===== src/rtl/id_ex_stage.sv =====
// ID/EX pipeline register: latches one decoded instruction per cycle and
// resolves MEM/WB operand forwarding in front of the ALU inputs.
module id_ex_stage #(
   parameter int         XLEN   = 32,
   parameter logic [4:0] NOP_OP = 5'b00000
) (
   input  logic            clk,
   input  logic            rst,
   input  logic            stall,
   input  logic            flush,
   input  logic            id_valid,
   input  logic [XLEN-1:0] id_pc,
   input  logic [4:0]      id_rs1,
   input  logic [4:0]      id_rs2,
   input  logic [4:0]      id_rd,
   input  logic [XLEN-1:0] id_rs1_data,
   input  logic [XLEN-1:0] id_rs2_data,
   input  logic [XLEN-1:0] id_imm,
   input  logic [4:0]      id_alu_op,
   input  logic            id_b_sel,
   input  logic            id_reg_we,
   input  logic [4:0]      mem_rd,
   input  logic            mem_we,
   input  logic [XLEN-1:0] mem_result,
   input  logic [4:0]      wb_rd,
   input  logic            wb_we,
   input  logic [XLEN-1:0] wb_result,
   output logic            ex_valid,
   output logic [XLEN-1:0] ex_pc,
   output logic [4:0]      ex_rd,
   output logic            ex_reg_we,
   output logic [XLEN-1:0] alu_a,
   output logic [XLEN-1:0] alu_b,
   output logic [4:0]      alu_op,
   output logic [XLEN-1:0] ex_store_data
);

   logic            valid_q;
   logic [XLEN-1:0] pc_q;
   logic [4:0]      rd_q;
   logic            reg_we_q;
   logic [4:0]      rs1_q;
   logic [4:0]      rs2_q;
   logic [XLEN-1:0] rs1_data_q;
   logic [XLEN-1:0] rs2_data_q;
   logic [XLEN-1:0] imm_q;
   logic [4:0]      alu_op_q;
   logic            b_sel_q;

   logic [XLEN-1:0] fwd_a;
   logic [XLEN-1:0] fwd_b;

   // MEM is younger than WB, so it wins when both target the same register.
   always_comb begin
      fwd_a = rs1_data_q;
      if (mem_we && mem_rd == rs1_q && rs1_q != 5'd0)
         fwd_a = mem_result;
      else if (wb_we && wb_rd == rs1_q && rs1_q != 5'd0)
         fwd_a = wb_result;

      fwd_b = rs2_data_q;
      if (mem_we && mem_rd == rs2_q && rs2_q != 5'd0)
         fwd_b = mem_result;
      else if (wb_we && wb_rd == rs2_q && rs2_q != 5'd0)
         fwd_b = wb_result;
   end

   // Flush clears the whole stage rather than just the control fields, so a
   // bubble always looks identical to the reset state.
   always_ff @(posedge clk) begin
      if (rst || flush) begin
         valid_q    <= 1'b0;
         pc_q       <= '0;
         rd_q       <= 5'd0;
         reg_we_q   <= 1'b0;
         rs1_q      <= 5'd0;
         rs2_q      <= 5'd0;
         rs1_data_q <= '0;
         rs2_data_q <= '0;
         imm_q      <= '0;
         alu_op_q   <= NOP_OP;
         b_sel_q    <= 1'b0;
      end else if (stall) begin
         // Capture forwarded operands; zeroed indices stop re-forwarding of
         // a later, unrelated writer to the same register.
         rs1_data_q <= fwd_a;
         rs2_data_q <= fwd_b;
         rs1_q      <= 5'd0;
         rs2_q      <= 5'd0;
      end else begin
         valid_q    <= id_valid;
         pc_q       <= id_pc;
         rd_q       <= id_rd;
         reg_we_q   <= id_reg_we;
         rs1_q      <= id_rs1;
         rs2_q      <= id_rs2;
         rs1_data_q <= id_rs1_data;
         rs2_data_q <= id_rs2_data;
         imm_q      <= id_imm;
         alu_op_q   <= id_alu_op;
         b_sel_q    <= id_b_sel;
      end
   end

   assign ex_valid      = valid_q;
   assign ex_pc         = pc_q;
   assign ex_rd         = rd_q;
   assign ex_reg_we     = reg_we_q & valid_q;
   assign alu_op        = valid_q ? alu_op_q : NOP_OP;
   assign alu_a         = fwd_a;
   assign alu_b         = b_sel_q ? imm_q : fwd_b;
   assign ex_store_data = fwd_b;

endmodule

===== config.mk =====
export PLATFORM = sky130hd
export DESIGN_NAME = id_ex_stage
export DESIGN_NICKNAME = d
export VERILOG_FILES = /design/src/rtl/id_ex_stage.sv
export SDC_FILE = /design/constraint.sdc
export NUM_CORES = 1
export LEC_CHECK = 0
export BUFFER_PORTS_ARGS = -buffer_cell sky130_fd_sc_hd__buf_2
export CORE_AREA = 2 2 145 147
export CTS_CLUSTER_SIZE = 20
export DETAILED_ROUTE_END_ITERATION = 7
export DIE_AREA = 0 0 147 149
export GPL_TIMING_DRIVEN = 0
export PLACE_DENSITY = 0.65
export SYNTH_ARGS = -nofsm -noshare
export SYNTH_HDL_FRONTEND = slang
export SYNTH_SLANG_ARGS = --single-unit

===== constraint.sdc =====
create_clock -name clk -period 2.1 [get_ports clk]
set_input_delay 0 -clock clk [delete_from_list [all_inputs] [get_ports clk]]
set_output_delay 0 -clock clk [all_outputs]
set_load 0.02 [all_outputs]

==> metrics.yaml <==
grt:
  grt_overflow: 0
  grt_pass1_vias: 9744
  grt_use_total_pct: 34.2
  antenna_found_initial: 0
  grt_pass1_wl_mm: 57.1
  grt_max_degree: 17
cells_and_area:
  drive_gt1_share_pct: 51.8
  area_growth_pct: 111
  final_cells: 1712
  final_area_sq_mm: 0.0154
  fillers: 1366
  num-nets-final: 1655
  multi_input_area_sq_mm: 0.00519
  diodes: 0
  post-route-util_pct: 74.7
  seqCellArea_sq_mm: 0.00304
worst_setup_path:
  r2r_end: "rs2_data_q[8]"
  cp-end-kind: "output port"
  reg2reg_depth: 9
  worstPathRequired_ns: 2.10
  cp-start-kind: "flip-flop"
  r2r_slack_ns: -0.25
  rr_startpoint: "rs2_q[4]"
  path_max_fanout: 5
  cp.arrival_ns: 2.71
  path_class: "reg2out"
logic_synthesis:
  synth.largest_area_cell: "dfxtp_1"
  synth_area_leaders: "dfxtp_1 (42%), a22o_1 (12%), a31oi_4 (5.8%)"
  syn_area_sq_mm: 0.00727
  ys.flop_type: "dfxtp_1"
  synth_cell_types: 35
  ys_async_sr_fraction_pct: 0
  synth_edf_count: 0
  syn-num-nets: 969
  synth.avg_cell_area_sq_um: 9.86
  synth_common_cells: "dfxtp_1 (151), a22o_1 (101), clkbuf_1 (59), nor2_1 (52), o31ai_1 (40)"
  yosysSeqAreaShare_pct: 41.6
  synth_top_area_share_pct: 41.6
  yosys_register_bits: 151
  yosysWarnings: 0
  synthCells: 738
  yosysMostFrequentCell: "dfxtp_1"
timing:
  slew_headroom_pct: 37.2
  period_share_pct: 129
  fin_skew_ns: 0.0118
  setup_tns_ns: -39.49
  maxSlewViolCount: 0
  hold_slack_ns: 0.0235
  setup_viol: 117
  rsz0062_at_grt: "yes"
  fmax_mhz: 369
  worst_pin_slew_ns: 0.942
  postLayoutSetupSlackWorst_ns: -0.608
  fin_crit_ns: 2.71
  hold_viol: 0
die:
  die_x_um: 147
  coreArea_sq_mm: 0.0206
  start_util_pct: 35.4
  dieArea_sq_mm: 0.0219
  placementRows: 53
  die_h_um: 149
  ios: 371
pwr:
  power_mw: 7.97
  p_clk_share_pct: 39.4
  power_density_mw_per_mm2: 519
  switching_share_pct: 30.1
  intPower_mw: 5.57
  comb_power_share_pct: 22.8
  p_leak_nw: 6.33
  switching_power_mw: 2.40
  vdd_drop_max_v: 0.000478
  seq_power_share_pct: 37.9
cts:
  clk_latency_ns: 0.44
  cts_sinks: 151
  cts_max_level: 4
  cts_buffer_depth: 2
  cts_buffers: 17
  clk_pin_slew_ns: 0.07
  root_buffer: "clkbuf_16"
  cts_tree: "built"
place:
  dp_cells: 1383
  dp_hpwl_mm: 23.4
  place_congestion: 0.849
  dpl-instance-area_sq_mm: 0.00953
  place_ws_ns: -0.584
  io_buffer_count: 370
drt:
  first_pass_iters: 6
  postRouteAntennaNets: 0
  post_drt_via_cell_ratio: 5.65
  wl_per_cell_um: 24.0
  drt_wl_total_mm: 41.0
  drt-initial-drc-count: 661
  drc_errors: 0
  vias: 9672
worst_hold_path:
  hp-class: "in2reg"
  hp-start: "wb_result[8]"
  hold_path_end: "rs1_data_q[8]"
  holdPathStages: 3
status:
  violations: "setup timing"
  status: "finished with violations"
run:
  cap_violations: 0
-- per-layer routing --
| metal | global-route usage (%) | wire (um) |
|---|---|---|
| met1 | 40.3 | 15500 |
| met2 | 59.4 | 20600 |
| met3 | 8.29 | 3090 |
| met4 | 14.8 | 1830 |
| met5 | 0 | 0 |
-- cell families (layout without fill, tap and decap cells) --
group | Yosys count | count (layout) | share of synthesized area [%]
AOI/OAI and AO/OA | 282 | 282 | 33.2
xor gates and xnor gates | 18 | 18 | 2.17
buffers and inverters | 77 | 776 | 4.70
DFF | 151 | 151 | 41.6
muxes | 56 | 56 | 8.12
and+or+nand+nor | 154 | 154 | 10.3
-- layout make-up --
cell class	count	share of cell area [%]
clock buffer	17	2.77
buffer	74	3.94
multi-input combinational	510	33.8
clock inverter	15	1.02
timing repair buffer	670	36.5
sequential	151	19.8
tap	275	2.24
-- worst max-delay path, cell delays in order (launching register included) --
cell and delay, ns:
dfxtp_4 0.37, or4_4 0.52, o211ai_4 0.21, buf_6 0.16, buf_8 0.13, buf_8 0.12, nor3_1 0.08, a31oi_4 0.35
mux2_4 0.22, buf_6 0.11
-- power by group through the flow --
stage	logic, mW	registers [mW]	clock network, mW
2_1_floorplan	0.493	3.09	0
3_3_place_gp	1.03	3.07	0
3_5_place_dp	1.04	3.07	0
4_1_cts	1.60	3.01	3.16
5_1_grt	1.89	3.02	3.29
6_report	1.81	3.02	3.14
-- cell usage in the layout (no fill, tap or decap), types with 15 or more instances in the layout --
cell and instances:
nand2_1 20, a32oi_1 32, buf_12 23, clkbuf_16 20
dfxtp_1 144, mux2_4 20, buf_6 114, a21oi_2 19
nor2_2 18, buf_4 55, mux2i_1 15, buf_2 280
a31oi_4 23, nor3_1 15, o21ai_0 30, dlygate4sd3_1 211
nand4_1 26, a22o_1 101, mux2i_4 15, nor2_4 21
o31ai_2 25, and2_1 17, clkbuf_1 34
-- sequential cells by signal, summed over array words and instances (netlist names), 5 cells and up --
register    count
ex_pc          32
imm_q          32
rs1_data_q     32
rs2_data_q     32
alu_op_q        5
ex_rd           5
rs1_q           5
rs2_q           5
-- what timing repair did --
| action | CTS | global route |
|---|---|---|
| setup endpoints to repair | 160 | 149 |
| pin swaps | 27 | 54 |
| setup buffers | 49 | 35 |
| gates resized for setup | 401 | 213 |
| gates cloned | 8 | 4 |
| endpoints found under the hold margin | 151 | 0 |
| hold buffers | 211 | 0 |
-- worst max-delay path by stage --
| stage | to | startpoint | slack (ns) |
|---|---|---|---|
| 3_5_place_dp | alu_a[1] | rs1_q[4] | -0.58 |
| 3_3_place_gp | alu_a[12] | rs1_q[2] | -0.61 |
| 6_report | alu_b[5] | rs2_q[2] | -0.61 |
| 4_1_cts | alu_b[1] | rs2_q[4] | -0.54 |
| 2_1_floorplan | alu_b[28] | rs2_q[0] | 0.06 |
| 5_1_grt | alu_b[5] | rs2_q[4] | -0.64 |
(Power assumes the default switching activity.)
